File: src/rtl/pipe_game_pkg.sv
// Shared types and geometry defaults for the pipe game: state encoding,
// sprite sizes, lane count and coordinate width.
package pipe_game_pkg;

  localparam int COORD_W   = 10;
  localparam int SUM_W     = COORD_W + 1;
  localparam int NUM_LANES = 3;

  localparam int BIRD_X_DEF      = 100;
  localparam int BIRD_W_DEF      = 34;
  localparam int BIRD_H_DEF      = 24;
  localparam int PIPE_W_DEF      = 52;
  localparam int FLOOR_Y_DEF     = 440;
  localparam int SCORE_MAX_DEF   = 999;
  localparam int DEAD_FRAMES_DEF = 60;

  typedef logic [COORD_W-1:0] coord_t;
  typedef logic [SUM_W-1:0]   wide_t;

  typedef enum logic [1:0] {
    GS_IDLE = 2'd0,
    GS_PLAY = 2'd1,
    GS_DEAD = 2'd2
  } game_state_t;

  // Coordinate plus a sprite offset, one bit wider so the sum never wraps.
  function automatic wide_t widen(coord_t v, int unsigned off);
    return wide_t'(v) + wide_t'(off);
  endfunction

endpackage

File: src/rtl/pipe_collision_scorer_if.sv
// Bus between the pipe animator / bird logic and the collision scorer.
interface pipe_collision_scorer_if;
  import pipe_game_pkg::*;

  logic                           start;
  coord_t                         birdY;
  logic [NUM_LANES*COORD_W-1:0]   pipeX;
  logic [NUM_LANES*COORD_W-1:0]   gapTop;
  logic [NUM_LANES*COORD_W-1:0]   gapBottom;
  logic [NUM_LANES-1:0]           pipeEn;
  coord_t                         score;
  logic [1:0]                     gameState;
  logic                           hit;
  logic                           scoreTick;
  coord_t                         bestScore;

  modport master (
    output start, birdY, pipeX, gapTop, gapBottom, pipeEn,
    input  score, gameState, hit, scoreTick, bestScore
  );

  modport slave (
    input  start, birdY, pipeX, gapTop, gapBottom, pipeEn,
    output score, gameState, hit, scoreTick, bestScore
  );

endinterface

File: src/rtl/pipe_lane_checker.sv
// One pipe lane: combinational bird overlap / pass detection plus the
// registered "already scored" flag for that lane.
module pipe_lane_checker
  import pipe_game_pkg::*;
#(
  parameter int BIRD_X = BIRD_X_DEF,
  parameter int BIRD_W = BIRD_W_DEF,
  parameter int BIRD_H = BIRD_H_DEF,
  parameter int PIPE_W = PIPE_W_DEF
) (
  input  logic   animationCLOCK,
  input  logic   resetN,
  input  coord_t birdY,
  input  coord_t pipeX,
  input  coord_t gapTop,
  input  coord_t gapBottom,
  input  logic   pipeEn,
  input  logic   clear,
  input  logic   take,
  output logic   collide,
  output logic   passCand
);

  logic  passed;
  wide_t pipe_right;
  wide_t bird_bottom;
  logic  overlap_x;
  logic  outside_gap;
  logic  respawned;

  assign pipe_right  = widen(pipeX, PIPE_W);
  assign bird_bottom = widen(birdY, BIRD_H);
  assign overlap_x   = (wide_t'(pipeX) < wide_t'(BIRD_X + BIRD_W)) &&
                       (pipe_right > wide_t'(BIRD_X));
  // An inverted gap (top below bottom) makes this true for every birdY.
  assign outside_gap = (birdY < gapTop) || (bird_bottom > wide_t'(gapBottom));
  assign respawned   = wide_t'(pipeX) >= wide_t'(BIRD_X);

  assign collide  = pipeEn && overlap_x && outside_gap;
  assign passCand = pipeEn && (pipe_right <= wide_t'(BIRD_X)) && !passed;

  // NOTE: state registers use non-blocking assignments and the async reset
  // branch comes first, so every flop clears the instant resetN falls.
  always_ff @(posedge animationCLOCK or negedge resetN) begin
    if (!resetN)                passed <= 1'b0;
    else if (clear)             passed <= 1'b0;
    else if (take && passCand)  passed <= 1'b1;
    else if (!pipeEn || respawned) passed <= 1'b0;
  end

endmodule

File: src/rtl/pipe_collision_scorer.sv
// Game FSM (idle/play/dead), collision detection and saturating score.
// Optional best-score register is built when PIPE_BEST_SCORE_EN is defined.
module pipe_collision_scorer
  import pipe_game_pkg::*;
#(
  parameter int BIRD_X      = BIRD_X_DEF,
  parameter int BIRD_W      = BIRD_W_DEF,
  parameter int BIRD_H      = BIRD_H_DEF,
  parameter int PIPE_W      = PIPE_W_DEF,
  parameter int FLOOR_Y     = FLOOR_Y_DEF,
  parameter int SCORE_MAX   = SCORE_MAX_DEF,
  parameter int DEAD_FRAMES = DEAD_FRAMES_DEF
) (
  input logic                    animationCLOCK,
  input logic                    resetN,
  pipe_collision_scorer_if.slave bus
);

  localparam int CNT_W = $clog2(DEAD_FRAMES + 1);

  game_state_t          state;
  coord_t               score;
  logic                 hit;
  logic                 scoreTick;
  logic                 start_d;
  logic [CNT_W-1:0]     dead_cnt;

  logic [NUM_LANES-1:0] lane_collide;
  logic [NUM_LANES-1:0] pass_cand;
  logic [1:0]           pass_cnt;
  logic                 start_rise;
  logic                 crash;
  logic                 take;
  logic                 clear;
  wide_t                score_sum;
  coord_t               score_next;

  assign start_rise = bus.start && !start_d;
  assign crash      = (|lane_collide) ||
                      (widen(bus.birdY, BIRD_H) >= wide_t'(FLOOR_Y));
  assign take       = (state == GS_PLAY) && !crash;
  assign clear      = (state == GS_IDLE) && start_rise;

  for (genvar i = 0; i < NUM_LANES; i++) begin : g_lane
    pipe_lane_checker #(
      .BIRD_X(BIRD_X), .BIRD_W(BIRD_W), .BIRD_H(BIRD_H), .PIPE_W(PIPE_W)
    ) u_lane (
      .animationCLOCK (animationCLOCK),
      .resetN         (resetN),
      .birdY          (bus.birdY),
      .pipeX          (bus.pipeX[i*COORD_W +: COORD_W]),
      .gapTop         (bus.gapTop[i*COORD_W +: COORD_W]),
      .gapBottom      (bus.gapBottom[i*COORD_W +: COORD_W]),
      .pipeEn         (bus.pipeEn[i]),
      .clear          (clear),
      .take           (take),
      .collide        (lane_collide[i]),
      .passCand       (pass_cand[i])
    );
  end

  // NOTE: every always_comb output gets a default first so no latch is inferred.
  always_comb begin
    pass_cnt = '0;
    for (int i = 0; i < NUM_LANES; i++) pass_cnt = pass_cnt + 2'(pass_cand[i]);
  end

  assign score_sum  = wide_t'(score) + wide_t'(pass_cnt);
  assign score_next = (score_sum > wide_t'(SCORE_MAX)) ? COORD_W'(SCORE_MAX)
                                                       : score_sum[COORD_W-1:0];

  always_ff @(posedge animationCLOCK or negedge resetN) begin
    if (!resetN) begin
      state     <= GS_IDLE;
      score     <= '0;
      hit       <= 1'b0;
      scoreTick <= 1'b0;
      start_d   <= 1'b0;
      dead_cnt  <= '0;
    end else begin
      start_d   <= bus.start;
      hit       <= 1'b0;
      scoreTick <= 1'b0;
      unique case (state)
        GS_IDLE: if (start_rise) begin
          state <= GS_PLAY;
          score <= '0;
        end
        GS_PLAY: if (crash) begin
          state    <= GS_DEAD;
          hit      <= 1'b1;
          dead_cnt <= CNT_W'(DEAD_FRAMES - 1);
        end else begin
          score     <= score_next;
          scoreTick <= |pass_cand;
        end
        // Counter parks at zero while the button is held.
        GS_DEAD: if (dead_cnt != '0)  dead_cnt <= dead_cnt - CNT_W'(1);
                 else if (!bus.start) state    <= GS_IDLE;
        default: state <= GS_IDLE;
      endcase
    end
  end

`ifdef PIPE_BEST_SCORE_EN
  coord_t best_q;

  always_ff @(posedge animationCLOCK or negedge resetN) begin
    if (!resetN)                                   best_q <= '0;
    else if (state == GS_PLAY && crash && score > best_q) best_q <= score;
  end

  assign bus.bestScore = best_q;
`else
  assign bus.bestScore = '0;
`endif

  assign bus.score     = score;
  assign bus.gameState = state;
  assign bus.hit       = hit;
  assign bus.scoreTick = scoreTick;

endmodule

File: src/flat_wrapper.sv
// flat-port wrapper written by rule: the top's interface ports become plain ports
module pipe_collision_scorer_flat import pipe_game_pkg::*;
#(
  parameter int BIRD_X      = BIRD_X_DEF,
  parameter int BIRD_W      = BIRD_W_DEF,
  parameter int BIRD_H      = BIRD_H_DEF,
  parameter int PIPE_W      = PIPE_W_DEF,
  parameter int FLOOR_Y     = FLOOR_Y_DEF,
  parameter int SCORE_MAX   = SCORE_MAX_DEF,
  parameter int DEAD_FRAMES = DEAD_FRAMES_DEF
)
  (animationCLOCK, resetN, bus_start, bus_birdY, bus_pipeX, bus_gapTop, bus_gapBottom, bus_pipeEn, bus_score, bus_gameState, bus_hit, bus_scoreTick, bus_bestScore);
  pipe_collision_scorer_if bus_i ();
  input logic animationCLOCK;
  input logic resetN;
  input wire logic [$bits(bus_i.start)-1:0] bus_start;
  input wire logic [$bits(bus_i.birdY)-1:0] bus_birdY;
  input wire logic [$bits(bus_i.pipeX)-1:0] bus_pipeX;
  input wire logic [$bits(bus_i.gapTop)-1:0] bus_gapTop;
  input wire logic [$bits(bus_i.gapBottom)-1:0] bus_gapBottom;
  input wire logic [$bits(bus_i.pipeEn)-1:0] bus_pipeEn;
  output wire logic [$bits(bus_i.score)-1:0] bus_score;
  output wire logic [$bits(bus_i.gameState)-1:0] bus_gameState;
  output wire logic [$bits(bus_i.hit)-1:0] bus_hit;
  output wire logic [$bits(bus_i.scoreTick)-1:0] bus_scoreTick;
  output wire logic [$bits(bus_i.bestScore)-1:0] bus_bestScore;
  assign bus_i.start = bus_start;
  assign bus_i.birdY = bus_birdY;
  assign bus_i.pipeX = bus_pipeX;
  assign bus_i.gapTop = bus_gapTop;
  assign bus_i.gapBottom = bus_gapBottom;
  assign bus_i.pipeEn = bus_pipeEn;
  assign bus_score = bus_i.score;
  assign bus_gameState = bus_i.gameState;
  assign bus_hit = bus_i.hit;
  assign bus_scoreTick = bus_i.scoreTick;
  assign bus_bestScore = bus_i.bestScore;
  pipe_collision_scorer #(.BIRD_X(BIRD_X), .BIRD_W(BIRD_W), .BIRD_H(BIRD_H), .PIPE_W(PIPE_W), .FLOOR_Y(FLOOR_Y), .SCORE_MAX(SCORE_MAX), .DEAD_FRAMES(DEAD_FRAMES)) u_core (.animationCLOCK(animationCLOCK), .resetN(resetN), .bus(bus_i));
endmodule
File: config.mk
export PLATFORM = sky130hd
export DESIGN_NAME = pipe_collision_scorer_flat
export DESIGN_NICKNAME = d
export VERILOG_FILES = /design/src/rtl/pipe_game_pkg.sv /design/src/rtl/pipe_collision_scorer_if.sv /design/src/rtl/pipe_lane_checker.sv /design/src/rtl/pipe_collision_scorer.sv /design/src/flat_wrapper.sv
export SDC_FILE = /design/constraint.sdc
export NUM_CORES = 1
export LEC_CHECK = 0
export BUFFER_PORTS_ARGS = -buffer_cell sky130_fd_sc_hd__buf_2
export CAP_MARGIN = 5
export CORE_ASPECT_RATIO = 0.6
export CORE_MARGIN = 8
export CORE_UTILIZATION = 52
export DETAILED_ROUTE_END_ITERATION = 12
export PLACE_DENSITY = 0.94
export SYNTH_ARGS = -nofsm -noshare
export SYNTH_HDL_FRONTEND = slang
export SYNTH_SLANG_ARGS = --single-unit
File: constraint.sdc
create_clock -name animationCLOCK -period 5 [get_ports animationCLOCK]
set_input_delay 1 -clock animationCLOCK [delete_from_list [all_inputs] [get_ports animationCLOCK]]
set_output_delay 1 -clock animationCLOCK [all_outputs]
set_load 0.02 [all_outputs]
After elaboration in Yosys (flattened, before gate mapping)
Cells that the tools add are included.
Widths: inputs -> output; s select.
{"block": "classes", "addsub": 8, "n_lt_le_gt_ge": 20, "n_eq_ne": 8, "mux": 25, "reduce_logical": 48}
{"operator": "$add 10x6->11 const B", "count": 3}
{"operator": "$gt 11x10->1", "count": 3}
{"operator": "$gt 11x7->1 const B", "count": 3}
{"operator": "$le 11x7->1 const B", "count": 3}
{"operator": "$ge 10x7->1 const B", "count": 3}
{"operator": "$lt 10x10->1", "count": 3}
{"operator": "$lt 10x8->1 const B", "count": 3}
{"operator": "$mux 10", "count": 3}
{"operator": "$logic_and 1x1->1", "count": 21}
{"operator": "$pmux 10 s2", "count": 1}
{"operator": "$mux 1", "count": 13}
{"operator": "$mux 6", "count": 2}
{"operator": "$pmux 6 s2", "count": 1}
{"operator": "$add 10x2->11", "count": 1}
{"operator": "$add 10x5->11 const B", "count": 1}
{"operator": "$ge 11x9->1 const B", "count": 1}
{"operator": "$gt 11x10->1 const B", "count": 1}
{"operator": "$reduce_bool 3->1", "count": 3}
{"operator": "$logic_not 1->1", "count": 8}
{"operator": "$mux 2", "count": 4}
{"operator": "$logic_or 1x1->1", "count": 7}
{"operator": "$ne 2x1->1 const B", "count": 3}
{"operator": "$ne 2x2->1 const B", "count": 3}
{"operator": "$pmux 2 s3", "count": 1}
{"operator": "other kinds (11)", "count": 14}
{"block": "totals", "regBits": 24, "input_bits": 106, "output_inout_bits": 24, "wordCells": 118}

Depth between registers and ports, before layout
Gate-level depths: netlist of the first run.
{"block": "depth", "ltp_word": 12, "depth_mapped": 21, "ltp_nobuf": 19}

By module
Synthesis of the first run repeated with hierarchy kept, for this count alone.
{"block": "hier_totals", "cells_unflattened": 506, "area_unflattened_um2": 3997.6}
{"mod": "pipe_lane_checker", "instances": 3, "cells_each": 118, "area_per_inst_um2": 850.8, "seq_area_each_um2": 25.0}
{"mod": "pipe_collision_scorer", "instances": 1, "cells_each": 152, "area_per_inst_um2": 1445.1, "seq_area_each_um2": 525.5}

Worst setup path before layout of the first run
OpenSTA, ideal clock, no wires.
{"block": "synth_path", "kind": "input port to flip-flop", "start": "input port bus_pipeX[12]", "end": "register u_core.score[2], in the netlist u_core.bus.score[2]", "setup_ns": 0.099, "t_arrival_ns": 5.027, "t_required_ns": 4.901, "setup_slack_ns": -0.126, "path_stages": 20, "n_path_buf": 2, "cell_sequence": "ha_1 > nand4b_1 > a211o_1 > a41oi_1 > o311ai_0 > or3b_2 > inv_1 > fa_1 > ha_1 > fa_1 > clkbuf_1 > mux2i_1 > a21oi_1 > nand3_1 > o31ai_1 > o31ai_1 > clkbuf_1 > or2_2 > a21oi_1 > a311oi_1"}
{"block": "synth_between", "elab_chain_len": 11, "elab_cells_between_ends": 20, "classes_between": "add/sub (4); order compare (4); eq/ne (1); mux (3); reduce/logical (8)"}
{"element": "start: declaration", "line": "flat_wrapper.sv:18", "source": "input wire logic [$bits(bus_i.pipeX)-1:0] bus_pipeX;"}
{"element": "$add 10x6->11", "line": "pipe_game_pkg.sv:28", "source": "return wide_t'(v) + wide_t'(off);"}
{"element": "$le 11x7->1", "line": "pipe_lane_checker.sv:40", "source": "assign passCand = pipeEn && (pipe_right <= wide_t'(BIRD_X)) && !passed;"}
{"element": "$logic_and 1x1->1 (2 in series)", "line": "pipe_lane_checker.sv:40"}
{"element": "$add 1x1->2", "line": "pipe_collision_scorer.sv:65", "source": "for (int i = 0; i < NUM_LANES; i++) pass_cnt = pass_cnt + 2'(pass_cand[i]);"}
{"element": "$add 2x1->2", "line": "pipe_collision_scorer.sv:65"}
{"element": "$add 10x2->11", "line": "pipe_collision_scorer.sv:68", "source": "assign score_sum = wide_t'(score) + wide_t'(pass_cnt);"}
{"element": "$gt 11x10->1", "line": "pipe_collision_scorer.sv:69", "source": "assign score_next = (score_sum > wide_t'(SCORE_MAX)) ? COORD_W'(SCORE_MAX)"}
{"element": "$mux 10", "line": "pipe_collision_scorer.sv:69"}
{"element": "$mux 10", "line": "pipe_collision_scorer.sv:89", "source": "GS_PLAY: if (crash) begin"}
{"element": "$pmux 10 s2", "line": "pipe_collision_scorer.sv:84", "source": "unique case (state)"}
{"element": "end signal: assignment", "line": "pipe_collision_scorer.sv:94", "source": "score <= score_next;"}
{"element": "end: declaration", "line": "pipe_collision_scorer.sv:22", "source": "coord_t score;"}
Parallel ways exist; a longest one is shown, timed or not. The select of a mux whose other input is x is not followed.
A chain may end at the register's enable or synchronous reset.

Final worst setup path of the first run
{"block": "layout_path", "start": "input port bus_pipeX[12]", "end": "register u_core.score[4], in the netlist u_core.bus.score[4]"}
Same word-level chain as after synthesis.

==> metrics.yaml, run 1 <==
outcome: "finished, final reports clean"
path_clk_slew_ns: 0.06
place_inst: 715
routed-via-count: 4311
hold_buffers: 0
hp-class: "flop to flop"
cts_root_buf: "clkbuf_16"
pwr_density_cell_nw_per_um2: 210
floorplan.die_area_sq_um: 10400
start_util: 0.531
worst_slack_ns: 0.0591
rsz0062_at_grt: "false"
r2r_cells: 15
final.min_clock_period_ns: 4.94
ys_seq_area_frac: 0.158
ys_warn_count: 0
clkLatencyLatePin_ns: 0.26
grt_first_pass_wirelength_microns: 20400
die_width_microns: 127
wire_per_inst_microns: 17.9
cts_sinks: 24
grt_usage: 0.240
detail-route-antenna-nets: 0
hpwlAfterDp_microns: 10700
max-slew-margin-rel: 0.471
final_max_slew_viol_count: 0
dp_slack_ns: -0.387
leakagePower_uw: 0.00263
synth_top_area_cell: "ha_1"
fin_crit_sh: 0.988
slowest_stage: "or3b_4"
finalSetupViolCount: 0
path_cells: "buf_4 -> ha_4 -> nand4b_1 -> a211o_1 -> a41oi_2 -> o311ai_4 -> or3b_4 -> inv_2 -> fa_1 -> ha_2 -> fa_2 -> mux2i_1 -> a21oi_1 -> nand3_1 -> o31ai_1 -> o31ai_1 -> buf_4 -> buf_6 -> a31oi_1 -> o311ai_1 -> nand2_1"
synth_top_area_share: 0.250
critical_path.endpoint: "u_core.bus.score[4]"
worst_pin_slew_ns: 0.773
netlist_area_sq_um: 3810
final_area_sq_um: 4760
ys_types: 64
ctsLongestPathBuffers: 2
pin_count: 130
ys_seq_elements: 24
regToRegSetupSlack_ns: 1.59
gr-total-overflow: 0
drive_gt1_frac: 0.260
required_ns: 5.13
worstSetupEndpointType: "flop"
dpl-instance-area_sq_um: 4600
grt_max_degree: 25
hold_viol_final: 0
crit_start: "bus_pipeX[12]"
port_buffers: 119
syn_inst: 495
critPathMaxStageDelay_ns: 0.44
max_freq_mhz: 202
grt_pass1_vias: 4200
power_uw: 1000
r2r_end: "u_core.bus.score[4]"
cts_buffers: 3
cp-start-kind: "input port"
die_y_microns: 82.3
synth.avg_cell_area_sq_um: 7.70
drt-initial-drc-count: 339
vdd_drop_max_mv: 0.173
final_nets: 816
synth.top_cells.by_area: "ha_1 25%, dfrtp_1 16%, inv_1 8.5%"
num_rows: 24
remaining_drc_errors: 0
cp_max_fo: 5
firstDrtPassIters: 5
diodes: 0
nFillCells: 593
vias_per_cell: 5.98
hold_ws_ns: 0.548
gp_congestion: 0.977
r2r_start: "u_core.g_lane[1].u_lane.passed"
area_delta_synth_final_pct: 25.0
async_flop_share: 1.00
h-tree-depth: 1
critical_path_class: "input port to flop"
crit_arrival_ns: 5.07
cts_tree: "built"
synth_top_flop_cell: "dfrtp_1"
antenna_found_initial: 0
core_area_sq_um: 7180
fin_skew_ns: 0.00233
wl_microns: 12900
drv_cap: 0
stdcell_count: 721
synth-edff-count: 0
critical path, delay by kind of cell:
kind,cells,cell delay [ns]
AO/OA/AOI/OAI,8,1.43
adder cells (fa/ha/maj),4,1.15
AND/OR/NAND/NOR,4,0.82
buffers and inverters,4,0.50
multiplexers,1,0.18
placed cells by master, fill, tap and decap left out, types with 6 or more instances in the layout:
cell type	synthesis	routed
buf_2	3	118
inv_1	86	85
ha_1	76	74
a21oi_1	41	39
nand2_1	27	27
buf_4	10	25
dfrtp_1	24	24
nor2_1	23	23
nand3_1	18	18
o21ai_0	15	15
nand4_1	12	12
nor3_1	10	10
conb_1	1	10
and3_1	9	9
a21o_1	8	8
nand2b_1	7	7
o31ai_1	6	6
a211oi_1	6	6
report_power, final:
part / total (uW) / switching, uW / internal [uW]
combinational: 567 / 346 / 221
clock: 173 / 67.2 / 106
sequential: 262 / 35.1 / 227
total: 1000 / 449 / 553
synthesized netlist by cell type (3+ instances only):
cell / instances
nor2_1: 23
o21ai_0: 15
o2111ai_1: 3
o21a_1: 4
a21o_1: 8
a21oi_1: 41
nor3b_1: 4
nand3_1: 18
nor4_1: 4
dfrtp_1: 24
ha_1: 76
a31oi_1: 3
a2111oi_0: 3
nor3_1: 10
or2_2: 4
nand2_1: 27
o22ai_1: 3
o31ai_1: 6
nand3b_1: 5
a211oi_1: 6
o32a_1: 5
nand4_1: 12
buf_2: 3
buf_4: 10
xor2_1: 5
and3_1: 9
clkbuf_1: 8
o211ai_1: 5
o311a_1: 3
a211o_1: 3
nor2b_1: 5
inv_1: 86
nand2b_1: 7
mux2i_1: 4
cell families (layout without fill, tap and decap cells):
family,after synthesis,in the layout,synth area share
buf+inv,107,233,0.116
simple gates,142,142,0.202
compound gates,133,133,0.239
flops,24,24,0.158
fa+ha+maj,78,78,0.260
other cells,1,10,0.000984
xor+xnor,6,6,0.0138
mux,4,4,0.0105
what timing repair did:
action	CTS	global route
buffers inserted	1	2
endpoints found under the setup margin	5	6
pin swaps	2	12
gates cloned	0	0
resized for setup	6	9
per-layer routing:
layer  up-vias  GRT usage  share of wire
met3        15     0.0603           0.11
met2       264      0.399           0.45
li1       2050          -              -
met4         0     0.0369         0.0084
met5         -          0              0
met1      1982      0.318           0.43
final cells by class:
type | count | area (sq um) | area share
Inverter | 86 | 323 | 0.0678
Clock buffer | 3 | 75.1 | 0.0158
Sequential cell | 24 | 601 | 0.126
Timing Repair Buffer | 144 | 790 | 0.166
Multi-Input combinational cell | 373 | 2860 | 0.601
Tap cell | 91 | 114 | 0.0239
through the flow:
| stage | TNS, ns | utilization |
|---|---|---|
| 6_report | 0 | 0.664 |
| 3_5_place_dp | -2.23 | 0.641 |
| 5_1_grt | 0 | 0.664 |
| 2_1_floorplan | 0 | - |
| 3_3_place_gp | -0.551 | 0.641 |
| 4_1_cts | 0 | 0.656 |
worst min path at each step:
stage | from | end | depth (start not counted)
2_1_floorplan | u_core.dead_cnt[4] | u_core.dead_cnt[4] | 2
3_3_place_gp | u_core.dead_cnt[5] | u_core.dead_cnt[5] | 2
3_5_place_dp | u_core.dead_cnt[5] | u_core.dead_cnt[5] | 2
4_1_cts | u_core.dead_cnt[5] | u_core.dead_cnt[5] | 2
5_1_grt | u_core.dead_cnt[5] | u_core.dead_cnt[5] | 2
6_report | u_core.dead_cnt[5] | u_core.dead_cnt[5] | 2
flip-flops by register name, summed over array words and instances, names as in the netlist:
signal,cells
u_core.g_lane.u_lane.passed,3
u_core.bus.gameState,2
u_core.bus.hit,1
u_core.start_d,1
u_core.bus.scoreTick,1
u_core.dead_cnt,6
u_core.bus.score,10
Note: power is estimated with default switching activity, not from simulation.
==> run 2: changes to the inputs <==
--- a/config.mk
+++ b/config.mk
@@ -12,6 +12,7 @@
 export CORE_UTILIZATION = 52
 export DETAILED_ROUTE_END_ITERATION = 12
 export PLACE_DENSITY = 0.94
+export REMOVE_ABC_BUFFERS = 1
 export SYNTH_ARGS = -nofsm -noshare
 export SYNTH_HDL_FRONTEND = slang
 export SYNTH_SLANG_ARGS = --single-unit
==> constraint.sdc (replaced) <==
create_clock -name animationCLOCK -period 5 [get_ports animationCLOCK]
set_input_delay 0.25 -clock animationCLOCK [delete_from_list [all_inputs] [get_ports animationCLOCK]]
set_output_delay 0.25 -clock animationCLOCK [all_outputs]
set_load 0.02 [all_outputs]
==> metrics.yaml, run 2 (synthesis results as in run 1) <==
fin_crit_sh: 0.932  # was 0.988
cp_max_fo: 11  # was 5
cp-start-kind: "input port"  # unchanged
gr-total-overflow: 0  # unchanged
post_cts_resized: 0  # was 6
detail-route-antenna-nets: 0  # unchanged
ctsLongestPathBuffers: 2  # unchanged
max_freq_mhz: 215  # was 202 MHz
start_util: 0.531  # unchanged
max-slew-margin-rel: 0.398  # was 0.471
drv_cap: 0  # unchanged
final_nets: 795  # was 816
floorplan.die_area_sq_um: 10400  # unchanged
clkLatencyLatePin_ns: 0.26  # about the same
fin_setup_tns_ns: 0  # unchanged
nFillCells: 593  # unchanged
hp-start: "bus_start"  # was u_core.dead_cnt[5]
r2r_start: "u_core.g_lane[1].u_lane.passed"  # unchanged
port_buffers: 119  # unchanged
cts_tree: "built"  # unchanged
r2r_end: "u_core.bus.score[7]"  # was u_core.bus.score[4]
outcome: "finished, final reports clean"  # unchanged
stdcell_count: 702  # was 721
hold_viol_final: 0  # unchanged
critical_path.endpoint: "u_core.bus.score[7]"  # was u_core.bus.score[4]
final_max_slew_viol_count: 0  # unchanged
layout_commonest_cell: "buf_2"  # unchanged
vdd_drop_max_mv: 0.165  # was 0.173 mV
cts_sinks: 24  # unchanged
dpl-instance-area_sq_um: 4460  # was 4600 sq um
wire_per_inst_microns: 17.8  # was 17.9 microns
rsz0062_at_grt: "false"  # unchanged
antenna_found_initial: 0  # unchanged
grt_pass1_vias: 4331  # was 4200
top_regs: "u_core.bus.score x10, u_core.dead_cnt x6, u_core.g_lane.u_lane.passed x3"  # unchanged
final_area_sq_um: 4560  # was 4760 sq um
cts_setup_buffers: 0  # was 1
hpwlAfterDp_microns: 10400  # was 10700 microns
required_ns: 5.11  # was 5.13 ns
die_y_microns: 82.3  # unchanged
pwr_density_cell_nw_per_um2: 221  # was 210 nW/um^2
h-tree-depth: 1  # unchanged
vias_per_cell: 6.05  # was 5.98
wl_microns: 12500  # was 12900 microns
grt_usage: 0.234  # was 0.240
grt_first_pass_wirelength_microns: 20100  # was 20400 microns
path_clk_slew_ns: 0.06  # about the same
cts_root_buf: "clkbuf_16"  # unchanged
hold_ws_ns: 0.135  # was 0.548 ns
r2r_cells: 13  # was 15
grt_max_degree: 25  # unchanged
num_rows: 24  # unchanged
drive_gt1_frac: 0.220  # was 0.260
hp-class: "input port to flop"  # was flop to flop
dp_slack_ns: 0.0953  # was -0.387 ns
remaining_drc_errors: 0  # unchanged
cts_buffers: 3  # unchanged
worstSetupEndpointType: "flop"  # unchanged
critical_path_class: "input port to flop"  # unchanged
final.min_clock_period_ns: 4.66  # was 4.94 ns
gp_congestion: 1.00  # was 0.977
place_inst: 696  # was 715
fin_skew_ns: 0.00500  # was 0.00233 ns
crit_arrival_ns: 4.77  # was 5.07 ns
pin_count: 130  # unchanged
regToRegSetupSlack_ns: 1.27  # was 1.59 ns
max_flop_register: "u_core.bus.score"  # unchanged
crit_start: "bus_pipeX[12]"  # unchanged
largest_reg_flops: 10  # unchanged
core_area_sq_um: 7180  # unchanged
worst_slack_ns: 0.342  # was 0.0591 ns
routed-via-count: 4246  # was 4311
die_width_microns: 127  # unchanged
drt-initial-drc-count: 332  # was 339
worst_pin_slew_ns: 0.881  # was 0.773 ns
final_cell_mix: "119 x buf_2, 86 x inv_1, 76 x ha_1"  # was 118 x buf_2, 85 x inv_1, 74 x ha_1
firstDrtPassIters: 5  # unchanged
area_delta_synth_final_pct: 19.6  # was 25.0%
finalSetupViolCount: 0  # unchanged
leakagePower_uw: 0.00253  # was 0.00263 uW
## run 2: critical path, cell delays in order
cell and delay (ns):
buf_2 0.13, ha_1 0.25, nand4b_1 0.18, a211o_1 0.31, a41oi_1 0.16, o311ai_0 0.26, or3b_2 0.56, inv_1 0.09
fa_1 0.42, ha_1 0.23, fa_1 0.54, mux2i_1 0.18, a21oi_1 0.18, nand3_1 0.10, o31ai_1 0.10, o31ai_1 0.10
buf_4 0.18, nor3_1 0.37, a221oi_1 0.17
## run 2: stage by stage
step | util | power, uW
after floorplan | - | 592
after global placement | 0.621 | 759
after detailed placement | 0.621 | 801
after CTS | 0.635 | 993
after global routing | 0.635 | 1080
final | 0.635 | 1010
## run 2: worst min path at each step
stage	endpoint	slack, ns	cells after the start
final	u_core.start_d	0.13	1
after global routing	u_core.start_d	0.14	1
after CTS	u_core.start_d	0.14	1
after detailed placement	u_core.bus.score[6]	0.27	1
after global placement	u_core.bus.score[6]	0.26	1
after floorplan	u_core.bus.gameState[0]	-0.05	0
## run 2: what timing repair did
item | in CTS | in global routing
hold buffers | 1 | 0
hold endpoints to repair | 13 | 0
setup endpoints to repair | 0 | 0
## run 2: layout make-up
class | instances | area [sq um] | share of cell area
Timing Repair Buffer | 123 | 628 | 0.138
Tap cell | 91 | 114 | 0.0250
Antenna cell | 1 | 2.50 | 0.000549
Inverter | 86 | 323 | 0.0708
Clock buffer | 4 | 88.8 | 0.0195
Sequential cell | 24 | 601 | 0.132
Multi-Input combinational cell | 373 | 2800 | 0.615
## run 2: power breakdown
part,switching (uW),internal (uW)
logic,343,211
registers,35.1,226
clock network,70.8,122
## run 2: layer usage
| layer | up-vias | global-route usage | part of all wire |
|---|---|---|---|
| met2 | 237 | 0.412 | 0.46 |
| met1 | 1974 | 0.289 | 0.43 |
| met4 | 0 | 0.0763 | 0.020 |
| met5 | - | 0 | 0 |
| li1 | 2002 | - | - |
| met3 | 33 | 0.0455 | 0.090 |
==> run 3: changes to the inputs <==
--- a/config.mk
+++ b/config.mk
@@ -7,7 +7,7 @@
 export LEC_CHECK = 0
 export BUFFER_PORTS_ARGS = -buffer_cell sky130_fd_sc_hd__buf_2
 export CAP_MARGIN = 5
-export CORE_ASPECT_RATIO = 0.6
+export CORE_ASPECT_RATIO = 2
 export CORE_MARGIN = 8
 export CORE_UTILIZATION = 52
 export DETAILED_ROUTE_END_ITERATION = 12
==> metrics.yaml, run 3 (synthesis results as in run 1) <==
worst_pin_slew_ns: 0.758  # was 0.881 ns
cts_sinks: 24  # unchanged
start_util: 0.533  # was 0.531
wl_microns: 10600  # was 12500 microns
crit_start: "bus_pipeX[12]"  # unchanged
top_regs: "u_core.bus.score x10, u_core.dead_cnt x6, u_core.g_lane.u_lane.passed x3"  # unchanged
pwr_density_cell_nw_per_um2: 222  # was 221 nW/um^2
r2r_start: "u_core.g_lane[1].u_lane.passed"  # unchanged
vdd_drop_max_mv: 0.208  # was 0.165 mV
drt-initial-drc-count: 278  # was 332
path_depth: 19  # unchanged
wire_per_inst_microns: 15.1  # was 17.8 microns
grt_usage: 0.200  # was 0.234
diodes: 0  # was 1
final_max_slew_viol_count: 0  # unchanged
leakagePower_uw: 0.00254  # was 0.00253 uW
ctsLongestPathBuffers: 2  # unchanged
max_flop_register: "u_core.bus.score"  # unchanged
cts_buffers: 3  # unchanged
firstDrtPassIters: 5  # unchanged
gp_congestion: 0.860  # was 1.00
fin_setup_tns_ns: 0  # unchanged
critPathMaxStageDelay_ns: 0.54  # was 0.56 ns
post_cts_resized: 0  # unchanged
combPwrFrac: 0.516  # was 0.549
max-slew-margin-rel: 0.481  # was 0.398
largest_reg_flops: 10  # unchanged
path_cells: "buf_2 -> ha_1 -> nand4b_1 -> a211o_1 -> a41oi_1 -> o311ai_0 -> or3b_2 -> inv_1 -> fa_1 -> ha_1 -> fa_1 -> mux2i_1 -> a21oi_1 -> nand3_1 -> o31ai_1 -> o31ai_1 -> buf_4 -> nor3_1 -> a311oi_1"  # was buf_2 -> ha_1 -> nand4b_1 -> a211o_1 -> a41oi_1 -> o311ai_0 -> or3b_2 -> inv_1 -> fa_1 -> ha_1 -> fa_1 -> mux2i_1 -> a21oi_1 -> nand3_1 -> o31ai_1 -> o31ai_1 -> buf_4 -> nor3_1 -> a221oi_1
grt_first_pass_wirelength_microns: 18000  # was 20100 microns
vias_per_cell: 5.80  # was 6.05
detail-route-antenna-nets: 0  # unchanged
antenna_found_initial: 0  # unchanged
sw_frac_of_total: 0.415  # was 0.445
cp_top_family: "adder cells"  # unchanged
clkPwrFrac: 0.230  # was 0.191
cp_max_fo: 11  # unchanged
hpwlAfterDp_microns: 8620  # was 10400 microns
die_y_microns: 137  # was 82.3 microns
floorplan.die_area_sq_um: 10500  # was 10400 sq um
max_freq_mhz: 216  # was 215 MHz
rsz0062_at_grt: "false"  # unchanged
fin_skew_ns: 0.00544  # was 0.00500 ns
remaining_drc_errors: 0  # unchanged
core_area_sq_um: 7160  # was 7180 sq um
worstSetupEndpointType: "flop"  # unchanged
grt_max_degree: 25  # unchanged
worst_slack_ns: 0.378  # was 0.342 ns
r2r_cells: 13  # unchanged
fin_crit_sh: 0.924  # was 0.932
num_rows: 44  # was 24
hold_ws_ns: 0.117  # was 0.135 ns
grt_pass1_vias: 4101  # was 4331
p_seq_frac: 0.254  # was 0.259
final_cell_mix: "119 x buf_2, 86 x inv_1, 76 x ha_1"  # unchanged
path_clk_slew_ns: 0.07  # was 0.06 ns
hp-start: "bus_start"  # unchanged
pin_count: 130  # unchanged
slowest_stage: "fa_1"  # was or3b_2
hp-class: "input port to flop"  # unchanged
cp-start-kind: "input port"  # unchanged
gr-total-overflow: 0  # unchanged
drv_cap: 0  # unchanged
final_nets: 795  # unchanged
layout_commonest_cell: "buf_2"  # unchanged
power_switching_uw: 422  # was 449 uW
port_buffers: 119  # unchanged
final.min_clock_period_ns: 4.62  # was 4.66 ns
die_width_microns: 76.5  # was 127 microns
clkLatencyLatePin_ns: 0.26  # about the same
h-tree-depth: 1  # unchanged
hold_viol_final: 0  # unchanged
critPathBufInv: 3  # unchanged
outcome: "finished, final reports clean"  # unchanged
required_ns: 5.11  # about the same
p_int_uw: 594  # was 560 uW
r2r_end: "u_core.bus.score[2]"  # was u_core.bus.score[7]
crit_arrival_ns: 4.73  # was 4.77 ns
critical_path_class: "input port to flop"  # unchanged
drive_gt1_frac: 0.220  # unchanged
dp_slack_ns: 0.253  # was 0.0953 ns
routed-via-count: 4074  # was 4246
area_delta_synth_final_pct: 20.0  # was 19.6%
cts_tree: "built"  # unchanged
finalSetupViolCount: 0  # unchanged
cts_root_buf: "clkbuf_16"  # unchanged
critical_path.endpoint: "u_core.bus.score[2]"  # was u_core.bus.score[7]
regToRegSetupSlack_ns: 1.27  # about the same
-- run 3: cell count changes in the layout (fill, tap and decap cells not counted) --
cell / change
bufinv_16: +1
diode_2: -1
clkbuf_8: -1
-- run 3: power by group through the flow --
stage	combinational [uW]	sequential [uW]	clock, uW
after floorplan	317	275	0
after global placement	496	259	0
after global routing	590	264	242
after CTS	521	258	233
final	524	258	234
after detailed placement	515	261	0
-- run 3: worst min path at each step --
stage                                         end  slack [ns]  cells past startpoint
final                              u_core.start_d        0.12                      1
after detailed placement      u_core.bus.score[8]        0.28                      1
after global placement        u_core.bus.score[8]        0.27                      1
after CTS                          u_core.start_d        0.12                      1
after floorplan           u_core.bus.gameState[0]       -0.05                      0
after global routing               u_core.start_d        0.13                      1
-- run 3: metal layers --
layer,wire length [microns],vias to the layer above,track usage
met5,0,-,0
met4,206,0,0.0582
met3,794,19,0.0434
met2,5200,197,0.351
met1,4420,1855,0.236
li1,-,2003,-
-- run 3: stage by stage --
step,total power (uW),instance area (sq um),util,cells
after floorplan,592,3720,-,483
after global placement,755,4460,0.623,697
after detailed placement,776,4460,0.623,697
after CTS,1010,4570,0.639,702
after global routing,1100,4570,0.639,702
final,1020,4570,0.639,702
-- run 3: timing repair --
action,in CTS,in global routing
hold buffers,1,0
setup buffers,0,0
endpoints found under the hold margin,11,0
-- run 3: final cells by class --
type                       instances  area (sq um)
clock buffer                       3          75.1
clock inverter                     1          30.0
fill                             648          2580
inverter                          86           323
multi-input combinational        373          2800
sequential                        24           601
tap                               92           115
timing repair buffer             123           628
